**src/rtl/bridge_bus_arbiter.sv**
```systemverilog
// -----------------------------------------------------------------------------
// bridge_bus_arbiter
//
// Two-master arbiter for the system bridge bus (DM, TC1, TC2, interrupt window).
// M0 is the CPU data port, M1 a second bus master (DMA or debug). One single-beat
// transaction is granted at a time. The winner's address, write data and byte
// enables are registered onto the shared slave-side bus. Read data, ack and
// error go back to the owning master only. The bridge decode sits downstream.
//
// Parameters
//   FAIR            1 = round-robin on ties, 0 = fixed priority (M0 always wins)
//   TIMEOUT_CYCLES  stall cycles before a forced abort (>= 1, BUS_TIMEOUT_EN only)
//
// Optional feature macro
//   BUS_TIMEOUT_EN  when defined, a stalled slave access is aborted with err=1
//                   after TIMEOUT_CYCLES cycles without s_ready; when undefined,
//                   BUSY waits for s_ready indefinitely
//
// Ports
//   clk                  clock, rising edge
//   reset                asynchronous, active-low reset
//   m0_req / m1_req      master request, held high until the matching ack
//   m0_addr / m1_addr    32-bit byte address
//   m0_wdata / m1_wdata  32-bit write data
//   m0_byteen / m1_byteen 4-bit byte enables, 0000 = read
//   m0_ack / m1_ack      one-cycle completion pulse
//   m0_rdata / m1_rdata  read data, valid while ack=1
//   m0_err / m1_err      error flag, valid while ack=1
//   s_req                slave request, high for the whole transaction
//   s_addr/s_wdata/s_byteen  registered request of the owner
//   s_ready              slave completes in a cycle with s_req=1 and s_ready=1
//   s_rdata / s_err      slave response, sampled when s_ready=1
//   busy                 high while a transaction is in flight or responding
//   owner                current or last granted master
// -----------------------------------------------------------------------------
module bridge_bus_arbiter #(
   parameter int FAIR           = 1,
   parameter int TIMEOUT_CYCLES = 16
) (
   input  logic        clk,
   input  logic        reset,
   input  logic        m0_req,
   input  logic [31:0] m0_addr,
   input  logic [31:0] m0_wdata,
   input  logic [3:0]  m0_byteen,
   output logic        m0_ack,
   output logic [31:0] m0_rdata,
   output logic        m0_err,
   input  logic        m1_req,
   input  logic [31:0] m1_addr,
   input  logic [31:0] m1_wdata,
   input  logic [3:0]  m1_byteen,
   output logic        m1_ack,
   output logic [31:0] m1_rdata,
   output logic        m1_err,
   output logic        s_req,
   output logic [31:0] s_addr,
   output logic [31:0] s_wdata,
   output logic [3:0]  s_byteen,
   input  logic        s_ready,
   input  logic [31:0] s_rdata,
   input  logic        s_err,
   output logic        busy,
   output logic        owner
);

   if (TIMEOUT_CYCLES < 1) begin : g_bad_timeout
      $error("bridge_bus_arbiter: TIMEOUT_CYCLES must be >= 1");
   end

   typedef enum logic [1:0] {
      IDLE = 2'd0,
      BUSY = 2'd1,
      RESP = 2'd2
   } state_t;

   state_t state_q;
   state_t state_d;

   logic last_owner_q;
   logic any_req;
   logic grant_sel;
   logic grant_en;
   logic done_en;
   logic timeout_hit;

   assign any_req = m0_req | m1_req;

   // Winner of an IDLE arbitration. last_owner_q resets to 1 so M0 takes the
   // first tie in round-robin mode.
   always_comb begin
      grant_sel = 1'b0;
      if (m0_req && m1_req) begin
         grant_sel = (FAIR != 0) ? ~last_owner_q : 1'b0;
      end else begin
         grant_sel = m1_req;
      end
   end

`ifdef BUS_TIMEOUT_EN
   localparam int CNT_W = $clog2(TIMEOUT_CYCLES + 1);
   localparam logic [CNT_W-1:0] STALL_LAST = CNT_W'(TIMEOUT_CYCLES - 1);

   // Counts completed stall cycles of the current transaction. The abort fires
   // in the stall cycle that brings the count to TIMEOUT_CYCLES; a slave that
   // answers in that same cycle still completes normally.
   logic [CNT_W-1:0] stall_cnt_q;

   always_ff @(posedge clk or negedge reset) begin
      if (!reset) begin
         stall_cnt_q <= '0;
      end else if (grant_en) begin
         stall_cnt_q <= '0;
      end else if (state_q == BUSY && !s_ready) begin
         stall_cnt_q <= stall_cnt_q + CNT_W'(1);
      end
   end

   assign timeout_hit = (state_q == BUSY) && !s_ready && (stall_cnt_q == STALL_LAST);
`else
   assign timeout_hit = 1'b0;
`endif

   // State register
   always_ff @(posedge clk or negedge reset) begin
      if (!reset) begin
         state_q <= IDLE;
      end else begin
         state_q <= state_d;
      end
   end

   // Next-state logic
   always_comb begin
      state_d = state_q;
      case (state_q)
         IDLE:    if (any_req) state_d = BUSY;
         BUSY:    if (s_ready || timeout_hit) state_d = RESP;
         RESP:    state_d = IDLE;
         default: state_d = IDLE;
      endcase
   end

   // FSM outputs and datapath strobes
   always_comb begin
      busy     = (state_q == BUSY) || (state_q == RESP);
      grant_en = (state_q == IDLE) && any_req;
      done_en  = (state_q == BUSY) && (s_ready || timeout_hit);
   end

   // Registered slave bus and master responses. The response registers are
   // cleared in every cycle that does not complete a transaction, which is
   // what makes ack a single-cycle pulse in RESP.
   always_ff @(posedge clk or negedge reset) begin
      if (!reset) begin
         s_req        <= 1'b0;
         s_addr       <= '0;
         s_wdata      <= '0;
         s_byteen     <= '0;
         owner        <= 1'b0;
         last_owner_q <= 1'b1;
         m0_ack       <= 1'b0;
         m0_rdata     <= '0;
         m0_err       <= 1'b0;
         m1_ack       <= 1'b0;
         m1_rdata     <= '0;
         m1_err       <= 1'b0;
      end else begin
         m0_ack   <= 1'b0;
         m0_rdata <= '0;
         m0_err   <= 1'b0;
         m1_ack   <= 1'b0;
         m1_rdata <= '0;
         m1_err   <= 1'b0;
         if (grant_en) begin
            s_req    <= 1'b1;
            owner    <= grant_sel;
            s_addr   <= grant_sel ? m1_addr   : m0_addr;
            s_wdata  <= grant_sel ? m1_wdata  : m0_wdata;
            s_byteen <= grant_sel ? m1_byteen : m0_byteen;
         end else if (done_en) begin
            s_req        <= 1'b0;
            s_addr       <= '0;
            s_wdata      <= '0;
            s_byteen     <= '0;
            last_owner_q <= owner;
            // A timeout completion returns err=1 with zero read data.
            if (owner) begin
               m1_ack   <= 1'b1;
               m1_rdata <= s_ready ? s_rdata : '0;
               m1_err   <= s_ready ? s_err : 1'b1;
            end else begin
               m0_ack   <= 1'b1;
               m0_rdata <= s_ready ? s_rdata : '0;
               m0_err   <= s_ready ? s_err : 1'b1;
            end
         end
      end
   end

endmodule

```
**config.mk**
```make
export PLATFORM = sky130hd
export DESIGN_NAME = bridge_bus_arbiter
export DESIGN_NICKNAME = d
export VERILOG_FILES = /design/src/rtl/bridge_bus_arbiter.sv
export SDC_FILE = /design/constraint.sdc
export NUM_CORES = 1
export LEC_CHECK = 0
export BUFFER_PORTS_ARGS = -buffer_cell sky130_fd_sc_hd__buf_2
export CORE_AREA = 4 4 120 122
export DETAILED_ROUTE_END_ITERATION = 8
export DIE_AREA = 0 0 124 126
export PLACE_DENSITY = 0.76
export SLEW_MARGIN = 20
export SYNTH_ARGS = -nofsm -noshare
export SYNTH_HDL_FRONTEND = slang
export SYNTH_SLANG_ARGS = --single-unit
```
**constraint.sdc**
```tcl
create_clock -name clk -period 2.65 [get_ports clk]
set_input_delay 0.3975 -clock clk [delete_from_list [all_inputs] [get_ports clk]]
set_output_delay 0.3975 -clock clk [all_outputs]
set_load 0.03 [all_outputs]
```
Word-level counts from Yosys, hierarchy flattened
Cells that the tools add are included.
Word-level totals
  register bits after elaboration: 141
  input bits: 174
  output and inout port bits: 139
  logic and storage cells: 62
Cells by class
  eq/ne operators: 4
  mux-type cells: 34
  bitwise logic cells: 3
  reductions and logical operators: 8
Operator list (count)
  32-bit 2-to-1 mux: 12
  1-bit 2-to-1 mux: 16
  4-bit 2-to-1 mux: 3
  2-bit 2-to-1 mux: 2
  2-bit inequality test (second input constant): 2
  2-bit one-hot mux with 2 select lines: 1
  2-bit AND reduction: 2
  1-bit logical AND: 3
  2-bit by 1-bit == test with 1-bit output (second input constant): 1
  2-bit == test (second input constant): 1
  2-bit zero test: 1
  1-bit inverter: 2
  2-bit nonzero test: 1
  1-bit logical OR: 1
  1-bit bitwise OR: 1

Longest topological paths before layout
  depth in word-level cells: 4
  depth in mapped cells: 7
  mapped depth without buffers: 5

Worst setup path before layout
Ideal clock, no wire load.
  path type: reg-to-reg
  start point: register state_q[0]
  end point: register s_addr[22]
  setup time: 0.078 ns
  arrival time: 1.461 ns
  data required time: 2.572 ns
  path slack: 1.111 ns
  cell stages (with the launch flop): 8
  path buffers: 2
  period minus slack after synthesis: 1.539 ns
  cell sequence: dfrtp_1 inv_1 ha_1 o21a_1 a21oi_2 buf_4 buf_2 o2bb2ai_1
On the way
  longest elaborated chain between the ends: 3
  elaborated cells between the ends (all ways): 6
  classes of those cells: eq/ne: 1; mux: 1; reduce/logical: 4
RTL lines
  start, declared: RTL line 77  | state_t state_q;
  start signal, assigned: RTL line 129  | state_q <= state_d;
  2-bit by 1-bit == test with 1-bit output or 2-bit zero test (tied branches): RTL line 148, 147
  1-bit logical AND, on equally long branches: RTL line 148, 147
  2-bit nonzero test (no line) or 32-bit 2-to-1 mux (tied branches)
  end signal, assigned: RTL line 178  | s_addr <= grant_sel ? m1_addr : m0_addr;
  end, declared: RTL line 57  | output logic [31:0] s_addr,
Several ways; a longest one is shown, not always the timed one.
A chain may end at the register's enable or synchronous reset.

Worst setup path after layout
  start point: register state_q[1]
  end point: register m1_rdata[31]
On the way
  longest elaborated chain between the ends: 4
  elaborated cells between the ends (all ways): 6
  classes of those cells: eq/ne: 1; mux: 2; reduce/logical: 3
RTL lines
  2-bit by 1-bit == test with 1-bit output: RTL line 148  | done_en = (state_q == BUSY) && (s_ready || timeout_hit);
  1-bit logical AND: RTL line 148
  32-bit 2-to-1 mux: RTL line 181  | end else if (done_en) begin
  32-bit 2-to-1 mux *: RTL line 175  | if (grant_en) begin
  end signal, assigned: RTL line 190  | m1_rdata <= s_ready ? s_rdata : '0;
  end, declared: RTL line 54  | output logic [31:0] m1_rdata,
Mark *: on every way between the ends. The rest lies on a longest branch, timed or not.

==> qor.yml <==
timing:
  hold_viol: 0
  worst_pin_slew_ns: 0.587
  slew_violations: 0
  fmax_mhz: 516
  setup_violations: 0
  layout_min_cycle_time_ns: 1.94
  slew_headroom_pct: 60.7
  fin_crit_sh_pct: 73.2
  grt_setup_unrepaired: "no"
  fin_setup_tns_ns: 0
  timing.hold.ws_ns: 0.195
  clock_skew_ns: 0.00755
clock_tree:
  worst_skew_pair.late_latency_ns: 0.41
  clk_transition_reported_paths_ns: 0.06
  ctsHoldBuffers: 1
  cts_resized: 0
  cts_num_sinks: 141
  cts-root-buf: "clkbuf_16"
  clock_path_buffers: 2
  post-cts-setup-buffers: 0
  numCtsBuffers: 17
  cts_tree: "done"
  htree_num_levels: 4
place:
  port_buffers: 312
  place.gp.congestion: 0.796
  dp_hpwl_um: 11800
synth:
  ys_warn_count: 0
  syn_nets: 575
  synth_area_um2: 5550
  yosysSeqAreaShare_pct: 63.6
  ys.flop_type: "dfrtp_1"
  ys_types: 27
  synth-edff-count: 0
  yosys.area.top_type_share_pct: 63.1
  ys_ff_latch: 141
  postSynthAreaPerCell_um2: 14.0
  syn_inst: 397
  synth_async_sr_flop_share_pct: 100
  synth.area.top_cells: "dfrtp_1 (63%), mux2i_1 (12%), o2bb2ai_1 (11%), and2_1 (7.2%), clkbuf_1 (0.95%)"
  yosys.area.top_type: "dfrtp_1"
global_route:
  grt_max_degree: 69
  grt_pass1_wl_um: 23500
  antenna_found_initial: 0
  grt_usage_pct: 19.6
  grt_pass1_vias: 4757
  grt_remaining_overflow: 0
detailed_routing:
  dr.first_iter.drc_count: 193
  firstDrtPassIters: 4
  vias: 4394
  wl_per_cell_um: 17.1
  drc: 0
  ant_nets: 0
  routed_wl_um: 15500
  viasPerCell: 4.86
critical_path:
  cp_max_fo: 24
  crit_type: "reg -> reg"
  worst_ep_arrival_time_ns: 2.29
  worst_setup_path_start_kind: "register"
  critPathCaptureType: "register"
  required_ns: 3.00
floorplanning:
  dieHeight_um: 126
  num_rows: 42
  core_um2: 13200
  fp.dieW_um: 124
  initial_core_util_pct: 42.1
  die_area_um2: 15600
  pin_count: 313
final_layout:
  multi_input_area_um2: 1890
  antennaDiodeCount: 0
  drive_above_1_share_pct: 50.1
  nFillCells: 1069
  final_core_util_pct: 60.5
  synthToLayoutAreaGrowth_pct: 43.8
  regArea_um2: 3530
  nets: 894
status:
  status: "finished clean"
worst_hold_path:
  hp-class: "in -> reg"
power_and_ir_drop:
  ir_worst_vdd_uv: 572
  power.leakage_nw: 4.35
  power.density_nw_per_um2: 1120
flow_run:
  drv_cap: 0
placed cells by master, fill, tap and decap left out, types with 2 or more instances in the layout:
| cell type | Yosys | final |
|---|---|---|
| and2_1 | 64 | 64 |
| buf_12 | 0 | 4 |
| buf_2 | 5 | 311 |
| buf_4 | 6 | 10 |
| bufinv_16 | 0 | 2 |
| clkbuf_1 | 14 | 2 |
| clkbuf_16 | 0 | 17 |
| clkinv_2 | 0 | 3 |
| clkinv_4 | 0 | 3 |
| clkinvlp_4 | 0 | 3 |
| dfrtp_1 | 140 | 140 |
| ha_1 | 4 | 4 |
| inv_1 | 4 | 4 |
| inv_6 | 0 | 2 |
| mux2_2 | 2 | 2 |
| mux2i_1 | 68 | 68 |
| nand2_1 | 4 | 4 |
| nor2_1 | 2 | 2 |
| nor3_2 | 2 | 2 |
| o2bb2ai_1 | 68 | 68 |
cells in the mapped netlist (2+ instances only):
cell / count
mux2i_1: 68
nor3_2: 2
buf_2: 5
ha_1: 4
dfrtp_1: 140
clkbuf_1: 14
o2bb2ai_1: 68
inv_1: 4
buf_4: 6
nand2_1: 4
nor2_1: 2
and2_1: 64
mux2_2: 2
final timing paths:
check | from | end | slack, ns | depth (start not counted)
max in group asynchronous | reset | m0_rdata[20]$_DFF_PN0_ | 1.41 | 3
setup / recovery | state_q[1]$_DFFE_PN0P_ | m1_rdata[31]$_DFF_PN0_ | 0.71 | 6
min in group asynchronous | reset | m0_rdata[3]$_DFF_PN0_ | 0.51 | 2
setup reg to reg | state_q[1]$_DFFE_PN0P_ | m1_rdata[31]$_DFF_PN0_ | 0.71 | 6
hold reg to reg | s_wdata[26]$_DFFE_PN0P_ | s_wdata[26]$_DFFE_PN0P_ | 0.48 | 1
hold / removal | s_rdata[21] | m0_rdata[21]$_DFF_PN0_ | 0.20 | 2
metal layers:
layer  share of wire [%]  GRT usage [%]  wire length [um]  vias to the layer above
met5                   0              0                 0                        -
met3                  11           8.39              1730                       20
met4                 1.5           6.77               239                        0
li1                    -              -                 -                     2055
met2                  50           33.7              7790                      206
met1                  37           21.4              5710                     2113
metrics by stage:
step | cell area, um2 | total power [mW] | worst slack [ns] | cells
final | 7990 | 8.98 | 0.712 | 905
after global routing | 7990 | 9.45 | 0.515 | 905
after CTS | 7960 | 9.05 | 0.651 | 904
after detailed placement | 7370 | 6.72 | 0.550 | 871
after global placement | 7370 | 6.62 | 0.642 | 871
after floorplan | 5550 | 5.48 | 1.11 | 397
worst max-delay path: stages (launching register included):
cell,delay (ns)
dfrtp_1,0.37
inv_1,0.12
ha_1,0.26
nand2_1,0.16
nor3_2,0.47
buf_4,0.33
and2_1,0.16
cell type report:
| type | instances | area share [%] |
|---|---|---|
| Multi-Input combinational cell | 224 | 23.6 |
| Sequential cell | 141 | 44.2 |
| Timing Repair Buffer | 328 | 22.0 |
| Tap cell | 176 | 2.76 |
| Inverter | 4 | 0.188 |
| Clock inverter | 13 | 1.77 |
| Clock buffer | 19 | 5.42 |
flip-flops by register name, indices dropped and copies added, names as in the netlist:
| name | count |
|---|---|
| owner | 1 |
| m0_rdata | 32 |
| m0_ack | 1 |
| m1_err | 1 |
| m0_err | 1 |
| s_wdata | 32 |
| s_req | 1 |
| m1_ack | 1 |
| m1_rdata | 32 |
| s_addr | 32 |
| state_q | 2 |
| s_byteen | 4 |
| last_owner_q | 1 |
cell families (layout without fill, tap and decap cells):
| logic type | Yosys count | after routing | synth area share (%) |
|---|---|---|---|
| compound gates | 76 | 76 | 11.7 |
| fa+ha+maj | 4 | 4 | 0.901 |
| buf+inv | 32 | 364 | 3.02 |
| flops | 141 | 141 | 63.6 |
| mux | 70 | 70 | 12.7 |
| simple gates | 74 | 74 | 8.20 |
power breakdown:
group / internal [mW] / switching [mW] / total (mW)
clock: 1.39 / 0.903 / 2.29
combinational: 1.20 / 2.42 / 3.62
sequential: 2.77 / 0.303 / 3.07
total: 5.36 / 3.63 / 8.98
Power figures use the tool's default switching activity.
